$ cat src/rtl/perfmon_pkg.sv
// Shared register map, CTRL bit positions and counter config layout for the perfmon event counter bank.
// Pure definitions; no timing or flow-control behaviour.
package perfmon_pkg;

    localparam logic [6:0] CTRL_ADDR  = 7'h00;
    localparam logic [6:0] OVF_ADDR   = 7'h04;
    localparam logic [6:0] IMASK_ADDR = 7'h08;

    // Offsets inside each counter's 16-byte window, which starts at 0x10 * (i + 1)
    localparam logic [3:0] CFG_OFS = 4'h0;
    localparam logic [3:0] LO_OFS  = 4'h4;
    localparam logic [3:0] HI_OFS  = 4'h8;

    localparam int CTRL_GLOBAL_EN = 0;
    localparam int CTRL_FREEZE    = 1;
    localparam int CTRL_CLEAR_ALL = 2;
    localparam int CFG_EN_BIT     = 8;

    typedef struct packed {
        logic       cnt_en;
        logic [4:0] event_sel;
    } cfg_t;

endpackage

$ cat src/rtl/perfmon_counter_slice.sv
// One counter: config, CNT_WIDTH counter with preload/wrap, HI shadow captured on LO reads.
// Increment and overflow flag take effect on the same edge; no backpressure, writes always accepted.
module perfmon_counter_slice
    import perfmon_pkg::*;
#(
    parameter int NUM_EVENTS = 8,
    parameter int CNT_WIDTH  = 48
) (
    input  logic                  core_clk,
    input  logic                  rst_n,
    input  logic                  clear_all,
    input  logic                  count_en,
    input  logic                  cfg_we,
    input  logic                  lo_we,
    input  logic                  hi_we,
    input  logic                  lo_rd,
    input  logic [31:0]           wdat,
    input  logic [NUM_EVENTS-1:0] events,
    output logic [31:0]           cfg_rdat,
    output logic [31:0]           cnt_lo,
    output logic [CNT_WIDTH-33:0] hi_shadow,
    output logic                  ovf_set
);

    localparam int HW = CNT_WIDTH - 32;

    cfg_t                 cfg_q;
    logic [CNT_WIDTH-1:0] cnt_q;
    logic [HW-1:0]        shadow_q;
    logic [31:0]          ev_ext;
    logic                 sel_ok;
    logic                 inc;

    assign ev_ext  = 32'(events);
    assign sel_ok  = {27'b0, cfg_q.event_sel} < 32'(NUM_EVENTS);
    assign inc     = count_en & cfg_q.cnt_en & sel_ok & ev_ext[cfg_q.event_sel];
    // A preload or clear on the wrap edge wins, so no overflow is reported then
    assign ovf_set = inc & ~clear_all & ~lo_we & ~hi_we & (&cnt_q);

    assign cfg_rdat  = sel_ok ? {23'b0, cfg_q.cnt_en, 3'b0, cfg_q.event_sel}
                              : {23'b0, cfg_q.cnt_en, 8'b0};
    assign cnt_lo    = cnt_q[31:0];
    assign hi_shadow = shadow_q;

    always_ff @(posedge core_clk or negedge rst_n) begin
        if (!rst_n) begin
            cfg_q <= '0;
        end else if (cfg_we) begin
            cfg_q.cnt_en    <= wdat[CFG_EN_BIT];
            cfg_q.event_sel <= wdat[4:0];
        end
    end

    // Low-half preload never carries into the high half
    always_ff @(posedge core_clk or negedge rst_n) begin
        if (!rst_n) begin
            cnt_q <= '0;
        end else if (clear_all) begin
            cnt_q <= '0;
        end else if (lo_we) begin
            cnt_q[31:0] <= wdat;
        end else if (hi_we) begin
            cnt_q[CNT_WIDTH-1:32] <= wdat[HW-1:0];
        end else if (inc) begin
            cnt_q <= cnt_q + CNT_WIDTH'(1);
        end
    end

    always_ff @(posedge core_clk or negedge rst_n) begin
        if (!rst_n) begin
            shadow_q <= '0;
        end else if (clear_all) begin
            shadow_q <= '0;
        end else if (lo_rd) begin
            shadow_q <= cnt_q[CNT_WIDTH-1:32];
        end
    end

endmodule

$ cat src/rtl/perfmon_event_counters.sv
// MMIO perfmon bank: NUM_CNTRS event counters with sticky OVF, maskable irq, freeze-on-overflow.
// Reads are combinational, perf_irq lags OVF by one cycle; no backpressure, every access completes in one cycle.
module perfmon_event_counters
    import perfmon_pkg::*;
#(
    parameter int NUM_CNTRS  = 4,
    parameter int NUM_EVENTS = 8,
    parameter int CNT_WIDTH  = 48
) (
    input  logic                  core_clk,
    input  logic                  rst_n,
    input  logic                  sel,
    input  logic                  wr_en,
    input  logic [6:0]            addr_bus,
    input  logic [31:0]           data_store,
    output logic [31:0]           data_fetch,
    input  logic [NUM_EVENTS-1:0] events,
    output logic                  perf_irq
);

    localparam int HW = CNT_WIDTH - 32;

    logic                 global_en_q;
    logic                 freeze_q;
    logic [NUM_CNTRS-1:0] ovf_q;
    logic [NUM_CNTRS-1:0] imask_q;
    logic [NUM_CNTRS-1:0] ovf_set;
    logic [NUM_CNTRS-1:0] w1c_mask;

    logic                 bus_wr;
    logic                 bus_rd;
    logic                 ctrl_wr;
    logic                 clear_all;
    logic                 count_en;

    logic [31:0]          cfg_rdat  [NUM_CNTRS];
    logic [31:0]          cnt_lo    [NUM_CNTRS];
    logic [HW-1:0]        hi_shadow [NUM_CNTRS];

    assign bus_wr    = sel & wr_en;
    assign bus_rd    = sel & ~wr_en;
    assign ctrl_wr   = bus_wr & (addr_bus == CTRL_ADDR);
    assign clear_all = ctrl_wr & data_store[CTRL_CLEAR_ALL];
    assign w1c_mask  = (bus_wr && addr_bus == OVF_ADDR) ? data_store[NUM_CNTRS-1:0] : '0;
    // Freeze stops every counter while any overflow is pending
    assign count_en  = global_en_q & ~(freeze_q & (|ovf_q));

    for (genvar i = 0; i < NUM_CNTRS; i++) begin : g_slice
        logic slot_hit;
        assign slot_hit = addr_bus[6:4] == 3'(i + 1);

        perfmon_counter_slice #(
            .NUM_EVENTS (NUM_EVENTS),
            .CNT_WIDTH  (CNT_WIDTH)
        ) u_slice (
            .core_clk  (core_clk),
            .rst_n     (rst_n),
            .clear_all (clear_all),
            .count_en  (count_en),
            .cfg_we    (bus_wr & slot_hit & (addr_bus[3:0] == CFG_OFS)),
            .lo_we     (bus_wr & slot_hit & (addr_bus[3:0] == LO_OFS)),
            .hi_we     (bus_wr & slot_hit & (addr_bus[3:0] == HI_OFS)),
            .lo_rd     (bus_rd & slot_hit & (addr_bus[3:0] == LO_OFS)),
            .wdat      (data_store),
            .events    (events),
            .cfg_rdat  (cfg_rdat[i]),
            .cnt_lo    (cnt_lo[i]),
            .hi_shadow (hi_shadow[i]),
            .ovf_set   (ovf_set[i])
        );
    end

    always_ff @(posedge core_clk or negedge rst_n) begin
        if (!rst_n) begin
            global_en_q <= 1'b0;
            freeze_q    <= 1'b0;
            imask_q     <= '0;
        end else begin
            if (ctrl_wr) begin
                global_en_q <= data_store[CTRL_GLOBAL_EN];
                freeze_q    <= data_store[CTRL_FREEZE];
            end
            if (bus_wr && addr_bus == IMASK_ADDR) begin
                imask_q <= data_store[NUM_CNTRS-1:0];
            end
        end
    end

    // A hardware set on the same edge as its W1C keeps the bit set
    always_ff @(posedge core_clk or negedge rst_n) begin
        if (!rst_n) begin
            ovf_q    <= '0;
            perf_irq <= 1'b0;
        end else begin
            ovf_q    <= clear_all ? '0 : ((ovf_q & ~w1c_mask) | ovf_set);
            perf_irq <= |(ovf_q & imask_q);
        end
    end

    always_comb begin
        data_fetch = '0;
        if (bus_rd) begin
            if (addr_bus == CTRL_ADDR) begin
                data_fetch = {30'b0, freeze_q, global_en_q};
            end else if (addr_bus == OVF_ADDR) begin
                data_fetch = 32'(ovf_q);
            end else if (addr_bus == IMASK_ADDR) begin
                data_fetch = 32'(imask_q);
            end
            for (int i = 0; i < NUM_CNTRS; i++) begin
                if (addr_bus[6:4] == 3'(i + 1)) begin
                    case (addr_bus[3:0])
                        CFG_OFS: data_fetch = cfg_rdat[i];
                        LO_OFS:  data_fetch = cnt_lo[i];
                        HI_OFS:  data_fetch = 32'(hi_shadow[i]);
                        default: data_fetch = '0;
                    endcase
                end
            end
        end
    end

endmodule

$ cat config.mk
export PLATFORM = sky130hd
export DESIGN_NAME = perfmon_event_counters
export DESIGN_NICKNAME = d
export VERILOG_FILES = /design/src/rtl/perfmon_pkg.sv /design/src/rtl/perfmon_counter_slice.sv /design/src/rtl/perfmon_event_counters.sv
export SDC_FILE = /design/constraint.sdc
export NUM_CORES = 1
export LEC_CHECK = 0
export BUFFER_PORTS_ARGS = -buffer_cell sky130_fd_sc_hd__buf_4
export CAP_MARGIN = 15
export CELL_PAD_IN_SITES_DETAIL_PLACEMENT = 0
export CELL_PAD_IN_SITES_GLOBAL_PLACEMENT = 1
export CORE_ASPECT_RATIO = 1.1
export CORE_MARGIN = 5
export CORE_UTILIZATION = 51
export CTS_CLUSTER_DIAMETER = 40
export DETAILED_ROUTE_END_ITERATION = 12
export PLACE_DENSITY = 0.95
export SLEW_MARGIN = 0
export SYNTH_ARGS = -nofsm -noshare
export SYNTH_HDL_FRONTEND = slang
export SYNTH_SLANG_ARGS = --single-unit
$ cat constraint.sdc
create_clock -name core_clk -period 5.3 [get_ports core_clk]
set_input_delay 0.795 -clock core_clk [delete_from_list [all_inputs] [get_ports core_clk]]
set_output_delay 0.795 -clock core_clk [all_outputs]
set_load 0.005 [all_outputs]
==> impl_metrics.yaml <==
cells_and_area:
  seqCellArea_mm2: 0.00728
  multi_input_area_mm2: 0.0109
  finalNetCount: 2382
  areaGrowthSynthToFinish_pct: 14.2
  drive_gt1_frac: 0.139
  nFillCells: 3328
  diodes: 0
run_status:
  outcome: "completed"
critical_path:
  critPathBufInv: 3
  crit_chain: "buf_4 > or4b_1 > buf_4 > o21ai_0 > a22oi_1 > o21ai_0 > nor4b_1 > buf_4"
  rrSetupSlack_ps: 1600
  path_max_fanout: 10
  required_ps: 4510
  setup.worst_path.class: "in2out"
  end_kind: "primary output"
  crit_slowest_cell: "or4b_1"
  worstSetupStartpointType: "input pin"
  crit_family: "simple AND/OR/NAND/NOR gates"
  crit_top_cell: "buf_4"
  max_stage_delay_ps: 530
  arrival_ps: 3070
route:
  drt_wl_total_mm: 76.2
  drt-vias-per-instance: 6.97
  avgRoutedWirePerCell_um: 26.6
  first_iter_violations: 2871
  via_count: 20000
  drt-pass1-iter-count: 8
  antenna_left: 0
  drc: 0
yosys:
  synth_ff_type: "dfrtp_1"
  syn_area_per_cell_um2: 8.16
  synth_top_cells_by_count: "nand2_1 (361), dfrtp_1 (291), a21oi_1 (238)"
  syn_area_mm2: 0.0189
  yosys.cell_types.count: 85
  synth-seq-cells: 291
  synth_top_area_frac: 0.385
  synth.most_common_cell: "nand2_1"
  synth_nets: 2371
  synth_edf_count: 0
  syn_inst: 2316
  synth_top_area_cell: "dfrtp_1"
  ys_async_sr_fraction: 1.00
  synth-seq-area-share: 0.385
  yosysWarnings: 0
  synthTopCellsByArea: "dfrtp_1 (39%), nand2_1 (7.2%), a21oi_1 (6.3%)"
die:
  die_w_um: 194
  dieHeight_um: 212
  start_util: 0.513
  ios: 84
  core_mm2: 0.0369
  dieArea_mm2: 0.0410
  rows: 74
timing:
  relSlewSlack: 0.192
  rsz0062_at_grt: "false"
  fmax_mhz: 259
  hold_violations: 0
  skew_ps: 29.6
  worst_slew_pin_slew_ps: 1210
  min_period_ps: 3860
  drv_slew: 0
  period_share: 0.729
  hold_ws_ps: 227
  setup_viol: 0
  setup_tns_ps: 0
cts:
  cts_hold_buf: 0
  path_clk_slew_ps: 50
  cts_setup_buffers: 0
  clock_latency_ps: 620
  root_buffer: "clkbuf_16"
  cts_made_buffers: 51
  cts_buffer_depth: 3
  cts_tree: "built"
  cts_sinks: 291
  cts_resized: 0
  cts_max_level: 2
job:
  cap_viol_max_count: 0
place:
  port_buffers: 83
  gp_congestion: 1.06
  hpwlAfterDp_mm: 51.8
pwr:
  vdd_ir_drop_max_uv: 248
  fin_total_pwr_w: 0.00620
  power_density_mw_per_mm2: 287
  leakagePower_nw: 8.30
global_route:
  grt_use_total: 0.361
  grt_pass1_vias: 18800
  antenna_found_initial: 0
  grt_overflow_total: 0
  grt_pass1_wl_mm: 115
  grt_max_degree: 112
hold_path:
  hold_path.class: "in2async"
flip-flops by register name, summed over array words and instances (netlist names):
register / flops
ovf_q: 4
g_slice.u_slice.cfg_q: 24
g_slice.u_slice.cnt_q: 192
global_en_q: 1
g_slice.u_slice.hi_shadow: 64
perf_irq: 1
imask_q: 4
freeze_q: 1
power breakdown:
part / internal (W) / leakage, nW / total (W) / switching (W)
Combinational: 0.000140 / 3.63 / 0.000442 / 0.000301
Sequential: 0.00231 / 3.86 / 0.00243 / 0.000126
Clock: 0.00203 / 0.809 / 0.00333 / 0.00130
Total: 0.00448 / 8.30 / 0.00620 / 0.00173
cell type report:
type	instances	area share
clock buffer	57	0.0616
timing repair buffer	123	0.0452
clock inverter	39	0.0179
sequential	291	0.337
inverter	26	0.00452
tap	494	0.0286
multi-input combinational	1834	0.505
kinds of logic after synthesis:
logic type / synth area share
muxes: 0.0389
buffers and inverters: 0.0422
DFF: 0.385
xor gates and xnor gates: 0.0264
adders and majority gates: 0.00265
and+or+nand+nor: 0.265
AOI/OAI and AO/OA: 0.240
per-stage QoR:
| step | setup slack (ps) | cells | util | area (um2) |
|---|---|---|---|---|
| finish | 1440 | 2864 | 0.586 | 21600 |
| global route | 1450 | 2864 | 0.586 | 21600 |
| CTS | 1580 | 2862 | 0.585 | 21600 |
| detailed placement | 1480 | 2766 | 0.538 | 19800 |
| global placement | 1480 | 2766 | 0.538 | 19800 |
| floorplan | 1910 | 2316 | - | 18900 |
path summary, 6_finish.rpt:
check	from	to	cells after the start
worst max-delay path	addr_bus[1]	data_fetch[4]	8
worst min-delay path	rst_n	g_slice[2].u_slice.cnt_q[15]	1
worst max register to register	ovf_q[2]	g_slice[2].u_slice.cnt_q[31]	7
worst min register to register	g_slice[2].u_slice.hi_shadow[4]	g_slice[2].u_slice.hi_shadow[4]	2
max in group asynchronous	rst_n	g_slice[0].u_slice.cfg_q[5]	2
min in group core_clk	data_store[25]	g_slice[0].u_slice.cnt_q[25]	3
metal layers:
layer,share of wire,routed length (um),vias to the layer above,global-route usage
met2,0.43,32500,1336,0.535
met1,0.37,28400,9605,0.470
met4,0.088,6710,0,0.253
met5,0,0,-,0
met3,0.11,8530,348,0.0815
li1,-,-,8681,-
layout by cell type, fill, tap and decap left out, types with 13 or more instances in the layout:
cell type,Yosys,routed
a22o_1,13,13
xor2_1,31,31
a21oi_1,238,238
inv_1,26,26
o22ai_1,38,38
nor3_1,61,60
o211ai_1,27,27
and4_1,26,25
nor4_1,24,23
nand4_1,62,62
o21ai_0,130,130
xnor2_1,26,26
nor2_1,141,140
nand3_1,161,161
buf_4,6,118
o31ai_1,31,31
a221o_1,15,15
o21ai_1,24,23
mux2_2,52,52
and3_1,34,34
dfrtp_1,291,291
a22oi_1,87,87
mux2i_1,15,15
clkbuf_16,0,51
nand2_1,361,361
o31a_1,14,14
Note: power is estimated with default switching activity, not from simulation.
